===== config.mk =====
export PLATFORM = sky130hd
export DESIGN_NAME = dmem_responder
export DESIGN_NICKNAME = d
export VERILOG_FILES = /design/src/rtl/dmem_responder.sv
export SDC_FILE = /design/constraint.sdc
export NUM_CORES = 2
export LEC_CHECK = 0
export ABC_AREA = 1
export BUFFER_PORTS_ARGS = -buffer_cell sky130_fd_sc_hd__buf_2
export CORE_ASPECT_RATIO = 1.25
export CORE_MARGIN = 5
export CORE_UTILIZATION = 40
export CTS_CLUSTER_SIZE = 30
export DETAILED_ROUTE_END_ITERATION = 8
export HOLD_SLACK_MARGIN = 0.08
export PLACE_DENSITY_LB_ADDON = 0.05
export SETUP_SLACK_MARGIN = 0.3
export SLEW_MARGIN = 20
export SYNTH_ARGS = -nofsm -noshare
export SYNTH_HDL_FRONTEND = slang
export SYNTH_SLANG_ARGS = --single-unit

===== constraint.sdc =====
create_clock -name clk -period 3.28 [get_ports clk]
set_input_delay 0.164 -clock clk [delete_from_list [all_inputs] [get_ports clk]]
set_output_delay 0.164 -clock clk [all_outputs]
set_load 0.005 [all_outputs]

===== src/rtl/dmem_responder.sv =====
// Memory end of the core's memory-stage bus: one load/store in flight, fixed
// LATENCY-cycle wait, then a single-cycle response carrying read data or an error.
module dmem_responder #(
  parameter int ADDR_W  = 32,
  parameter int DATA_W  = 32,
  parameter int DEPTH   = 64,
  parameter int LATENCY = 2
) (
  input  logic              clk,
  input  logic              rst,
  input  logic              req_valid,
  output logic              req_ready,
  input  logic              req_write,
  input  logic [ADDR_W-1:0] req_addr,
  input  logic [DATA_W-1:0] req_wdata,
  output logic              rsp_valid,
  output logic [DATA_W-1:0] rsp_rdata,
  output logic              rsp_err,
  output logic              busy
);
  localparam int IW    = ADDR_W - 2;
  localparam int AW    = (DEPTH > 1) ? $clog2(DEPTH) : 1;
  localparam int CNT_W = $clog2(LATENCY + 1);

  typedef enum logic [1:0] {IDLE, WAIT, RESP} state_t;

  state_t            state;
  logic [CNT_W-1:0]  cnt;
  logic              wr_q;
  logic [ADDR_W-1:0] addr_q;
  logic [DATA_W-1:0] wdata_q;
  logic [DATA_W-1:0] mem [0:DEPTH-1];

  logic [IW-1:0] idx;
  logic          err;
  logic          accept;
  logic          commit;

  // Full word index is range-checked so out-of-range addresses never alias low words.
  assign idx    = addr_q[ADDR_W-1:2];
  assign err    = (addr_q[1:0] != 2'b00) || (idx >= IW'(DEPTH));
  assign accept = req_valid && req_ready;
  assign commit = (state == WAIT) && (cnt == '0);

  always_ff @(posedge clk or posedge rst) begin
    if (rst) begin
      state     <= IDLE;
      cnt       <= '0;
      wr_q      <= 1'b0;
      addr_q    <= '0;
      wdata_q   <= '0;
      rsp_valid <= 1'b0;
      rsp_rdata <= '0;
      rsp_err   <= 1'b0;
      busy      <= 1'b0;
      req_ready <= 1'b1;
    end else begin
      rsp_valid <= 1'b0;
      rsp_rdata <= '0;
      rsp_err   <= 1'b0;
      case (state)
        IDLE, RESP: begin
          if (accept) begin
            wr_q      <= req_write;
            addr_q    <= req_addr;
            wdata_q   <= req_wdata;
            cnt       <= CNT_W'(LATENCY - 1);
            state     <= WAIT;
            busy      <= 1'b1;
            req_ready <= 1'b0;
          end else begin
            state     <= IDLE;
            busy      <= 1'b0;
            req_ready <= 1'b1;
          end
        end
        WAIT: begin
          if (commit) begin
            state     <= RESP;
            busy      <= 1'b0;
            req_ready <= 1'b1;
            rsp_valid <= 1'b1;
            rsp_err   <= err;
            rsp_rdata <= (!wr_q && !err) ? mem[idx[AW-1:0]] : '0;
          end else begin
            cnt <= cnt - CNT_W'(1);
          end
        end
        default: begin
          state     <= IDLE;
          busy      <= 1'b0;
          req_ready <= 1'b1;
        end
      endcase
    end
  end

  // Storage has no reset; reset forces state to IDLE at once, so an uncommitted store is dropped.
  always_ff @(posedge clk) begin
    if (commit && wr_q && !err)
      mem[idx[AW-1:0]] <= wdata_q;
  end
endmodule

==> results by group <==
Global route
  • Wire length of the first global-routing pass: around 400,000 um
  • Pin count of the biggest net entering global routing: 120
  • Overall fraction of global-route tracks in use: 0.250
  • Number of antenna violations at the first check in global routing: 13
  • Via count of the first global-routing pass: between 50,000 and 60,000
  • Overall overflow remaining after global route: 0

Power and ir drop
  • Leakage power of the design: 39.6 nW
  • Largest vdd supply drop: just over 0.8 mV
  • Power Density: roughly 890 nW/um^2

Clock network
  • Clock network latency to the later pin of the worst-skew pair: 0.87 ns
  • Sinks on the clock net: 2,152
  • Clock slew at the register clock pins of the worst setup and hold paths: 0.06 ns
  • Clock Root Buffer: clkbuf_16
  • Max Buffers Root-to-Sink: 4
  • TritonCTS clock tree: done
  • H-tree depth reported by CTS: 4
  • Number of CTS-inserted buffers: 223

Hold path
  • Hold EP: addr_q[4]
  • Critical hold path startpoint: req_addr[4]
  • Worst hold path stage count: 4
  • Class of the tightest hold or removal check: in2reg

Synth
  • Top cell type's share of synthesized area: 0.706
  • Gate Count Post-Synth: 7,706
  • Top post-synthesis cells by area: edfxtp_1 71%, nand2_1 12%, nor2_1 4.3%
  • Dominant cell type by area after synthesis: edfxtp_1
  • Post-synthesis instance area: 87,100 sq um
  • Mean Syn Cell Area: 11.3 sq um
  • Number of warnings printed during yosys synthesis: 0
  • Sequential cell area fraction in the yosys report: 0.736
  • Async SR Flop Fraction: 0.0483
  • FF+latch count, synth: between 2,000 and 2,500
  • Net count after synthesis: 7,775
  • Dominant register cell in the synthesized netlist: edfxtp_1
  • Library cells used by synthesis: 28
  • Number of synthesized flops with an enable pin: just over 2,000

Route
  • Average wire per standard cell: approximately 26 um
  • DRT antenna net count: 0
  • DRC marker count from the first detailed-route iteration: about 5,300
  • Vias: 58,200
  • Number of remaining DRC errors: 0
  • DRT Wirelength: ~290,000 um
  • Number of detailed-route iterations in the first pass: 5
  • Routed via count divided by cell count: 5.16

Die
  • Initial standard-cell utilization of the core: 0.402
  • Die W: 427 um
  • Number of rows in the core area: about 190
  • Top Ports: 104
  • Die area: 227,000 sq um
  • Placeable core area: 217,000 sq um
  • Floorplan die height: around 530 um

Layout
  • Most common cell after layout, fill and taps aside: nand2_1
  • Post-route non-filler standard cell count: 11,300
  • Commonest non-fill, non-tap cells in the layout: 2,683 x nand2_1, 2,048 x edfxtp_1, 939 x nor2_1, 574 x nand3_1, 307 x inv_1
  • Net count of the finished layout: 8,271
  • Filler cell count in the final layout: about 20,000
  • Area Overhead vs Synth: 18.3%
  • Layout cell share with drive strength beyond 1: 0.110

Place
  • Routability cong.: between 0.8 and 0.9
  • Pre-CTS setup slack: -0.00872 ns
  • HPWL after DPL: 171,000 um
  • Placed cell count: 10,700
  • Number of port buffers: slightly above 100

Timing
  • Maximum clock skew at final layout: 0.0337 ns
  • RSZ-0062 raised after global routing: true
  • Final setup violation count: 0
  • Final Max Slew Viols: 0
  • Worst setup margin: 0.375 ns
  • Actual transition at the worst max-transition pin: 1.10 ns
  • Relative slew margins: 0.266
  • FMAX: 344 MHz
  • Final-report hold violation count: 0
  • Clock period minus worst slack: about 2.9 ns
  • Portion of the clock cycle consumed by the worst path in the final layout: 0.886

Critical path
  • Element type at the critical path start: flip-flop
  • Beginning of the worst register-to-register path: addr_q[2]
  • R2R setup slack: 0.38 ns
  • Required time of the critical path: between 4 and 5 ns
  • Critical register-to-register path endpoint: rsp_rdata[13]
  • Largest fanout on the critical path: 44
  • Data arrival time at the worst-slack endpoint: 3.70 ns
  • Start-to-end type of the worst setup path: reg2reg
  • Endpoint type of the worst setup path: flip-flop
  • Worst-case reg-to-reg path depth: 10

Outcome
  • Outcome: finished, final reports clean

Job
  • Number of max-cap violations: 0
==> cell type report <==
cell class | instances | area [sq um] | share of cell area
antenna | 3 | 7.51 | 0.0000728
tap | 2895 | 3620 | 0.0351
multi-input combinational | 4819 | 20200 | 0.196
inverter | 321 | 1240 | 0.0121
clock buffer | 299 | 6090 | 0.0591
timing repair inverter | 1 | 8.76 | 0.0000849
clock inverter | 105 | 925 | 0.00897
sequential | 2152 | 64200 | 0.622
timing repair buffer | 684 | 6890 | 0.0668
==> what timing repair did <==
action | in CTS | in global routing
setup buffers | 4 | 0
resized for setup | 2 | 3
hold buffers | 201 | 0
endpoints found under the hold margin | 171 | 0
setup endpoints to repair | 6 | 4
cloned | 1 | 0
==> logic make-up (layout without fill, tap and decap cells) <==
kind of cell / Yosys count / count (layout) / synth area share
and+or+nand+nor: 4325 / 4325 / 0.197
adders and majority gates: 1 / 1 / 0.000144
AOI/OAI and AO/OA: 493 / 493 / 0.0283
other: 0 / 3 / 0
buffers and inverters: 735 / 1410 / 0.0393
DFF: 2152 / 2152 / 0.736
==> power by group <==
| group | internal (W) | leakage, nW | switching [W] |
|---|---|---|---|
| logic | 0.00827 | 16.3 | 0.0216 |
| clock network | 0.0143 | 3.45 | 0.0106 |
| registers | 0.0341 | 19.9 | 0.00269 |
| total | 0.0566 | 39.6 | 0.0349 |
==> registers in the layout (all words and copies together) (netlist names) <==
register   cells
mem         2048
addr_q        32
rsp_rdata     32
wdata_q       32
cnt            2
state          2
req_ready      1
rsp_err        1
rsp_valid      1
wr_q           1
==> cells in the mapped netlist, drive strengths merged (8+ instances only) <==
cell type  instances
nand2           2683
edfxtp          2048
nor2            1010
nand3            577
o21ai            404
inv              321
buf              289
clkbuf           125
dfrtp            103
a21oi             88
nand4             46
nor3               8
==> layer usage <==
layer  wire length, um  GRT usage
met1            127000      0.355
met2            136000      0.405
met3             16300     0.0310
met4              8860     0.0713
met5                12          0
==> worst max-delay path by stage <==
stage,slack [ns],end,cells after the start,from
after global routing,0.24,rsp_rdata[24],12,addr_q[2]
after detailed placement,-0.009,rsp_rdata[11],11,addr_q[2]
after floorplan,0.11,mem[0][0],8,addr_q[3]
after global placement,-0.03,rsp_rdata[11],11,addr_q[2]
final,0.38,rsp_rdata[13],10,addr_q[2]
after CTS,0.31,rsp_rdata[13],10,addr_q[2]
==> worst max-delay path, stage by stage (launching register included) <==
cell	delay (ns)
dfrtp_4	0.60
inv_16	0.28
buf_12	0.27
nand2_1	0.10
nand3_1	0.09
nand2_1	0.09
nor2_1	0.21
nor2_1	0.06
a21oi_1	0.55
nand3_1	0.31
nor2_1	0.16
==> through the flow <==
stage / util / instance area [sq um] / power (W) / hold slack, ns / setup TNS [ns]
after floorplan: - / 87200 / 0.0517 / 0.274 / 0
after global placement: 0.434 / 94000 / 0.0664 / 0.359 / -0.0293
after detailed placement: 0.434 / 94000 / 0.0665 / 0.361 / -0.00872
after CTS: 0.476 / 103000 / 0.0922 / 0.263 / 0
after global routing: 0.476 / 103000 / 0.0959 / 0.290 / 0
final: 0.476 / 103000 / 0.0915 / 0.296 / 0
(Power assumes the default switching activity.)
